`src/rtl/ddfs_core_if.sv`:
```
// ddfs_core_if: control-word inputs and PCM/pulse output stream of the DDFS engine.
`default_nettype none

interface ddfs_core_if #(
    parameter int PHASE_WIDTH = 30,
    parameter int DATA_WIDTH  = 16
);
    logic                   i_en;
    logic [PHASE_WIDTH-1:0] i_fccw;
    logic [PHASE_WIDTH-1:0] i_focw;
    logic [PHASE_WIDTH-1:0] i_pha;
    logic [DATA_WIDTH-1:0]  i_env;
    logic [DATA_WIDTH-1:0]  o_pcm;
    logic                   o_pcm_valid;
    logic                   o_pulse;

    modport master (
        output i_en, i_fccw, i_focw, i_pha, i_env,
        input  o_pcm, o_pcm_valid, o_pulse
    );

    modport slave (
        input  i_en, i_fccw, i_focw, i_pha, i_env,
        output o_pcm, o_pcm_valid, o_pulse
    );
endinterface

`default_nettype wire

```
`src/rtl/ddfs_core.sv`:
```
// ===========================================================================
// ddfs_core: phase accumulator + ROM address issue + envelope/saturate stage.
// Optional phase dither via macro DDFS_DITHER_EN.       Revision: 1.0
// ===========================================================================
`default_nettype none

module ddfs_core #(
    parameter int PHASE_WIDTH = 30,
    parameter int ADDR_WIDTH  = 11,
    parameter int DATA_WIDTH  = 16
) (
    input  wire logic                  i_clk,
    input  wire logic                  i_rst_n,
    ddfs_core_if.slave                 bus,
    output logic [ADDR_WIDTH-1:0]      o_rom_addr,
    input  wire logic [DATA_WIDTH-1:0] i_rom_data
);

    localparam int c_FRAC_BITS = 14;
    localparam int c_PROD_W    = 2 * DATA_WIDTH;
    localparam logic signed [c_PROD_W-1:0] c_PCM_MAX =
        {{(DATA_WIDTH+1){1'b0}}, {(DATA_WIDTH-1){1'b1}}};
    localparam logic signed [c_PROD_W-1:0] c_PCM_MIN =
        {{(DATA_WIDTH+1){1'b1}}, {(DATA_WIDTH-1){1'b0}}};

    logic [PHASE_WIDTH-1:0]       r_phase;
    logic [PHASE_WIDTH-1:0]       w_sum;
    logic [PHASE_WIDTH-1:0]       w_dither;
    logic                         r_v1;
    logic [DATA_WIDTH-1:0]        r_env1;
    logic                         r_pulse1;
    logic signed [c_PROD_W-1:0]   w_prod;
    logic signed [c_PROD_W-1:0]   w_scaled;
    logic [DATA_WIDTH-1:0]        w_sat;
    logic [DATA_WIDTH-1:0]        r_pcm;
    logic                         r_pcm_valid;
    logic                         r_pulse;

`ifdef DDFS_DITHER_EN
    localparam int c_DITHER_W = PHASE_WIDTH - ADDR_WIDTH;
    logic [15:0] r_lfsr;

    // Galois form of x^16+x^14+x^13+x^11+1, shifting right.
    always_ff @(posedge i_clk or negedge i_rst_n) begin
        if (!i_rst_n)
            r_lfsr <= 16'hACE1;
        else if (bus.i_en)
            r_lfsr <= {1'b0, r_lfsr[15:1]} ^ (r_lfsr[0] ? 16'hB400 : 16'h0000);
    end

    generate
        if (c_DITHER_W >= 16) begin : g_dither_zext
            assign w_dither = PHASE_WIDTH'(r_lfsr);
        end else begin : g_dither_trunc
            assign w_dither = PHASE_WIDTH'(r_lfsr[c_DITHER_W-1:0]);
        end
    endgenerate
`else
    assign w_dither = '0;
`endif

    always_ff @(posedge i_clk or negedge i_rst_n) begin
        if (!i_rst_n)
            r_phase <= '0;
        else if (bus.i_en)
            r_phase <= r_phase + bus.i_fccw + bus.i_focw;
    end

    assign w_sum      = r_phase + bus.i_pha + w_dither;
    assign o_rom_addr = w_sum[PHASE_WIDTH-1 -: ADDR_WIDTH];

    // Stage 1 carries the control side alongside the ROM's one-cycle read.
    always_ff @(posedge i_clk or negedge i_rst_n) begin
        if (!i_rst_n) begin
            r_v1     <= 1'b0;
            r_env1   <= '0;
            r_pulse1 <= 1'b0;
        end else begin
            r_v1     <= bus.i_en;
            r_env1   <= bus.i_env;
            r_pulse1 <= w_sum[PHASE_WIDTH-1];
        end
    end

    assign w_prod   = $signed(i_rom_data) * $signed(r_env1);
    assign w_scaled = w_prod >>> c_FRAC_BITS;

    always_comb begin
        w_sat = w_scaled[DATA_WIDTH-1:0];
        if (w_scaled > c_PCM_MAX)
            w_sat = {1'b0, {(DATA_WIDTH-1){1'b1}}};
        else if (w_scaled < c_PCM_MIN)
            w_sat = {1'b1, {(DATA_WIDTH-1){1'b0}}};
    end

    always_ff @(posedge i_clk or negedge i_rst_n) begin
        if (!i_rst_n) begin
            r_pcm       <= '0;
            r_pcm_valid <= 1'b0;
            r_pulse     <= 1'b0;
        end else begin
            r_pcm_valid <= r_v1;
            if (r_v1) begin
                r_pcm   <= w_sat;
                r_pulse <= r_pulse1;
            end
        end
    end

    assign bus.o_pcm       = r_pcm;
    assign bus.o_pcm_valid = r_pcm_valid;
    assign bus.o_pulse     = r_pulse;

endmodule

`default_nettype wire

```
`src/flat_wrapper.sv`:
```
// flat-port wrapper written by rule: the top's interface ports become plain ports
module ddfs_core_flat 
#(
    parameter int PHASE_WIDTH = 30,
    parameter int ADDR_WIDTH  = 11,
    parameter int DATA_WIDTH  = 16
)
  (i_clk, i_rst_n, o_rom_addr, i_rom_data, bus_i_en, bus_i_fccw, bus_i_focw, bus_i_pha, bus_i_env, bus_o_pcm, bus_o_pcm_valid, bus_o_pulse);
  ddfs_core_if #(.PHASE_WIDTH(PHASE_WIDTH), .DATA_WIDTH(DATA_WIDTH)) bus_i ();
  input  wire logic i_clk;
  input  wire logic i_rst_n;
  output logic [ADDR_WIDTH-1:0] o_rom_addr;
  input  wire logic [DATA_WIDTH-1:0] i_rom_data;
  input wire logic [$bits(bus_i.i_en)-1:0] bus_i_en;
  input wire logic [$bits(bus_i.i_fccw)-1:0] bus_i_fccw;
  input wire logic [$bits(bus_i.i_focw)-1:0] bus_i_focw;
  input wire logic [$bits(bus_i.i_pha)-1:0] bus_i_pha;
  input wire logic [$bits(bus_i.i_env)-1:0] bus_i_env;
  output wire logic [$bits(bus_i.o_pcm)-1:0] bus_o_pcm;
  output wire logic [$bits(bus_i.o_pcm_valid)-1:0] bus_o_pcm_valid;
  output wire logic [$bits(bus_i.o_pulse)-1:0] bus_o_pulse;
  assign bus_i.i_en = bus_i_en;
  assign bus_i.i_fccw = bus_i_fccw;
  assign bus_i.i_focw = bus_i_focw;
  assign bus_i.i_pha = bus_i_pha;
  assign bus_i.i_env = bus_i_env;
  assign bus_o_pcm = bus_i.o_pcm;
  assign bus_o_pcm_valid = bus_i.o_pcm_valid;
  assign bus_o_pulse = bus_i.o_pulse;
  ddfs_core #(.PHASE_WIDTH(PHASE_WIDTH), .ADDR_WIDTH(ADDR_WIDTH), .DATA_WIDTH(DATA_WIDTH)) u_core (.i_clk(i_clk), .i_rst_n(i_rst_n), .bus(bus_i), .o_rom_addr(o_rom_addr), .i_rom_data(i_rom_data));
endmodule
```
`config.mk`:
```
export PLATFORM = sky130hd
export DESIGN_NAME = ddfs_core_flat
export DESIGN_NICKNAME = d
export VERILOG_FILES = /design/src/rtl/ddfs_core_if.sv /design/src/rtl/ddfs_core.sv /design/src/flat_wrapper.sv
export SDC_FILE = /design/constraint.sdc
export NUM_CORES = 1
export LEC_CHECK = 0
export ABC_AREA = 1
export CAP_MARGIN = 20
export CORE_MARGIN = 8
export CORE_UTILIZATION = 50
export CTS_BUF_LIST = sky130_fd_sc_hd__clkbuf_8
export DETAILED_ROUTE_END_ITERATION = 6
export GPL_ROUTABILITY_DRIVEN = 0
export PLACE_DENSITY = 0.76
export SETUP_SLACK_MARGIN = 0.3
export SYNTH_ARGS = -nofsm -noshare
export SYNTH_HDL_FRONTEND = slang
export SYNTH_SLANG_ARGS = --single-unit
```
`constraint.sdc`:
```
create_clock -name i_clk -period 7.34 [get_ports i_clk]
set_input_delay 1.835 -clock i_clk [delete_from_list [all_inputs] [get_ports i_clk]]
set_output_delay 1.835 -clock i_clk [all_outputs]
set_load 0.05 [all_outputs]
```
==> Word level (Yosys, flattened, before mapping) <==
Cells that the tools add are included.
{ "classes": {"mul": 1, "n_reduce_logical": 0, "n_eq_ne": 0, "add_sub_neg": 3, "muxes": 2, "magnitude_cmp": 2, "n_bitwise": 0, "div_mod_pow": 0, "n_shift": 0} }
{ "op_table": {"columns": ["cell", "count"], "rows": [
  ["30-bit adder", 3],
  ["16-bit by 16-bit multiplier with 32-bit output", 1],
  ["16-bit two-way mux", 2],
  ["18-bit by 16-bit greater-than comparator with 1-bit output, second input constant", 1],
  ["18-bit by 16-bit less-than comparator with 1-bit output, second input constant", 1]
]} }
{ "word_totals": {"n_memories": 0, "ff_bits": 66, "mem_bits_rw": 0, "rom_bits": 0, "latchBits": 0, "out_inout_bits": 29} }

==> Longest topological paths before layout <==
{ "depth": {"depth_word": 4, "depth_mapped": 32} }

==> Worst setup path after synthesis <==
Ideal clock, no wire load.
{ "synth_path": {"kind": "input-to-reg", "from": "input port i_rom_data[15]", "to": "register u_core.r_pcm[6], in the netlist u_core.bus.o_pcm[6]", "path_slack_ns": -0.008, "arrival_time_ns": 7.226, "stages": 26, "cell_sequence": "clkbuf_1 nand2_1 inv_1 fa_1 fa_1 inv_1 fa_1 inv_1 fa_1 inv_1 fa_1 inv_1 fa_1 ha_1 nand2_1 nor2_1 nand2_1 nor3_1 nand2_1 nand2_1 nand2_1 nand2_1 nand2_4 buf_12 nand2_2 a21oi_2"} }
{ "synth_via": {"elab_chain_len": 4} }
{ "synth_lines": {"columns": ["item", "line_no", "text"], "rows": [
  ["start, declared", "flat_wrapper.sv:13", "input wire logic [DATA_WIDTH-1:0] i_rom_data;"],
  ["16-bit by 16-bit multiplier with 32-bit output (*)", "ddfs_core.sv:85", "assign w_prod = $signed(i_rom_data) * $signed(r_env1);"],
  ["18-bit by 16-bit less-than comparator with 1-bit output", "ddfs_core.sv:92", "else if (w_scaled < c_PCM_MIN)"],
  ["16-bit two-way mux", "ddfs_core.sv:92", null],
  ["16-bit two-way mux (*)", "ddfs_core.sv:90", "if (w_scaled > c_PCM_MAX)"],
  ["end signal, assigned", "ddfs_core.sv:104", "r_pcm <= w_sat;"],
  ["end, declared", "ddfs_core.sv:35", "logic [DATA_WIDTH-1:0] r_pcm;"]
]} }
Mark *: on every way between the ends. The rest lies on a longest branch, timed or not.
A chain may end at the register's enable or synchronous reset.

==> Worst setup path after layout <==
{ "layout_path": {"from": "input port i_rom_data[11]", "to": "register u_core.r_pcm[12], in the netlist u_core.bus.o_pcm[12]"} }
The elaborated chain is that of the path after synthesis.

==> metrics.cfg <==
[finish]
final_util_pct = 63.7
layout.nets = 3049
regArea_mm2 = 0.00165
drive_gt1_share_pct = 17.5
area_growth_syn_to_layout_pct = 26.6
multiInputGateArea_mm2 = 0.0137
antenna_cells = 0
num-fill-cells = 2686

[sta]
slew_viol_final = 0
fin_setup_tns_ps = 0
period_share_pct = 93.6
hold_violations = 0
skew_ps = 15.9
setup_ws_ps = 470
rsz0062_at_grt = yes
hold_slack_ps = 478
period_needed_ps = 6870
worst_slew_pin_slew_ps = 974
slew_headroom_pct = 34.7
finalSetupViolCount = 0
max_freq_mhz = 146

[placed_design]
port_buffers = 153
place_hpwl_um = 39600
pre_cts_ws_ps = -494

[critical_path]
crit_path_end_kind = flop
reg2reg_slack_ps = 1230
critPathMaxFanout = 8
required_ps = 7630
reg2regPathDepth = 24
worstSetupPathType = input port to flop
start_kind = input port
arrival_ps = 7160
reg2reg_to = u_core.bus.o_pcm[3]
reg2reg_from = u_core.r_env1[7]

[floorplanning]
fp.coreArea_mm2 = 0.0332
initial_utilization_pct = 50.3
rows = 67
die_area_mm2 = 0.0395
die_height_um = 199
ios = 154
dieWidth_um = 199

[clock_tree]
cts_tree = done
cts_buffer_depth = 2
clkTransAtPathRegs_ps = 70
cts_buffers = 9
cts.sinks = 66
clkLatencyLatePin_ps = 420
root_buffer = clkbuf_8
htree_levels = 3

[synthesis]
avgSynthCellArea_um2 = 7.47
async_flop_share_pct = 100
synthCells = 2237
synth_top_flop_cell = dfrtp_1
seq_area_frac_synth_pct = 9.89
yosysWarnings = 0
netlist_area_mm2 = 0.0167
synth_edf_count = 0
synth_cell_types = 44
ys_ff_latch = 66
syn_nets = 2788

[hold_path]
hp-start = u_core.r_pulse1
hold_path.class = flop to flop
worstHoldEndpoint = u_core.bus.o_pulse
min_delay_path_depth = 1

[route]
drc_errors = 0
wirelength_um = 49200
dr.pass1.iters = 5
via_per_inst = 5.25
vias = 15500
routedWlPerCell_um = 16.7
ant_nets = 0
dr.first_iter.drc_count = 941

[global_routing]
grt_pass1_wl_um = 79700
antenna_found_initial = 0
track_usage_pct = 25.3
gr-total-overflow = 0
grt_pass1_vias = 16800
grt_max_degree = 67

[run_status]
status = completed

[job]
drv_cap = 0

[metal layers]
| layer | share of wire (%) | routed length (um) | global-route usage, % |
|---|---|---|---|
| met4 | 4.6 | 2290 | 11.9 |
| met2 | 52 | 25600 | 46.3 |
| met5 | 0 | 0 | 0 |
| met3 | 6.3 | 3090 | 3.10 |
| met1 | 37 | 18300 | 29.0 |
[Yosys cell counts (5+ instances only)]
cell	n	area (um^2)
nand2_1	582	2180
inv_1	546	2050
fa_1	291	5830
nor2_1	142	533
ha_1	135	1690
a21oi_1	92	460
nand3_1	69	345
dfrtp_1	66	1650
clkbuf_1	62	233
o21ai_0	54	270
xor2_1	22	193
nand2_2	20	125
xnor2_1	18	158
nor3_1	17	85.1
o21bai_1	17	128
nand4_1	16	100
or2_2	15	93.8
a31oi_1	11	68.8
a21oi_2	10	87.6
a21o_1	5	37.5
nand3b_1	5	37.5
[cell type report]
cell class / count / area share [%]
Clock buffer: 9 / 0.586
Clock inverter: 7 / 0.473
Inverter: 547 / 9.71
Multi-Input combinational cell: 1560 / 64.6
Sequential cell: 66 / 7.81
Tap cell: 448 / 2.65
Timing Repair Buffer: 314 / 14.1
[timing repair]
item / 4_1_cts / 5_1_grt
hold buffers: 0 / 0
gates cloned: 5 / 3
pin swaps: 56 / 124
setup endpoints to repair: 16 / 16
gates resized for setup: 98 / 193
setup buffers: 11 / 22
[worst max-delay path, stage by stage]
cell	delay [ps]
clkbuf_4	150
bufbuf_16	280
nand2_1	70
inv_1	70
fa_1	510
inv_2	50
fa_1	500
fa_1	490
inv_1	50
fa_1	470
fa_1	570
inv_2	40
fa_1	540
inv_2	50
ha_4	300
nand2_4	70
nor2_4	110
nand2_2	90
nor3b_4	220
nand2_4	90
nand2_2	80
nand2_1	70
nand2_2	80
nand3_4	130
nand2_8	180
a21oi_2	70
[sequential cells by signal, indices dropped and copies added (netlist names)]
| register | cells |
|---|---|
| u_core.bus.o_pulse | 1 |
| u_core.bus.o_pcm_valid | 1 |
| u_core.bus.o_pcm | 16 |
| u_core.r_v1 | 1 |
| u_core.r_pulse1 | 1 |
| u_core.r_phase | 30 |
| u_core.r_env1 | 16 |
[layout by cell type, fill, tap and decap left out, types with 23 or more instances in the layout]
| cell | count |
|---|---|
| a21oi_1 | 75 |
| nor2_1 | 127 |
| fa_1 | 265 |
| inv_1 | 504 |
| clkdlybuf4s50_1 | 136 |
| dfrtp_1 | 66 |
| a21oi_2 | 23 |
| inv_2 | 42 |
| ha_1 | 109 |
| o21ai_0 | 51 |
| ha_4 | 24 |
| nand2_2 | 53 |
| buf_4 | 135 |
| nand2_1 | 531 |
| fa_2 | 26 |
| nand3_1 | 63 |
[through the flow]
stage,instances,area (um^2)
finish,2951,21100
global route,2951,21100
global placement,2894,19600
detailed placement,2894,19600
CTS,2926,20400
floorplan,2237,16800
[worst max-delay path by stage]
stage                     slack, ps                    to           start  cells past startpoint
final                           470  u_core.bus.o_pcm[12]  i_rom_data[11]                     26
after global placement         -420  u_core.bus.o_pcm[11]   i_rom_data[7]                     27
after global routing            280   u_core.bus.o_pcm[3]   i_rom_data[9]                     27
after CTS                       300   u_core.bus.o_pcm[4]   i_rom_data[5]                     28
after floorplan                 300   u_core.bus.o_pcm[0]   i_rom_data[8]                     26
after detailed placement       -490  u_core.bus.o_pcm[11]   i_rom_data[7]                     29
[cells by family (layout without fill, tap and decap cells)]
logic type,count (synthesis),count (layout),synth area share (%)
AO/OA/AOI/OAI,209,209,7.24
flip-flops,66,66,9.89
buffers and inverters,613,877,13.9
AND/OR/NAND/NOR,882,884,21.8
adder cells (fa/ha/maj),426,426,45.0
XOR/XNOR,40,40,2.10
multiplexers,1,1,0.0674
Power is not shown: default switching activity piles up to over one toggle a cycle in this logic, so the estimate is an artifact.
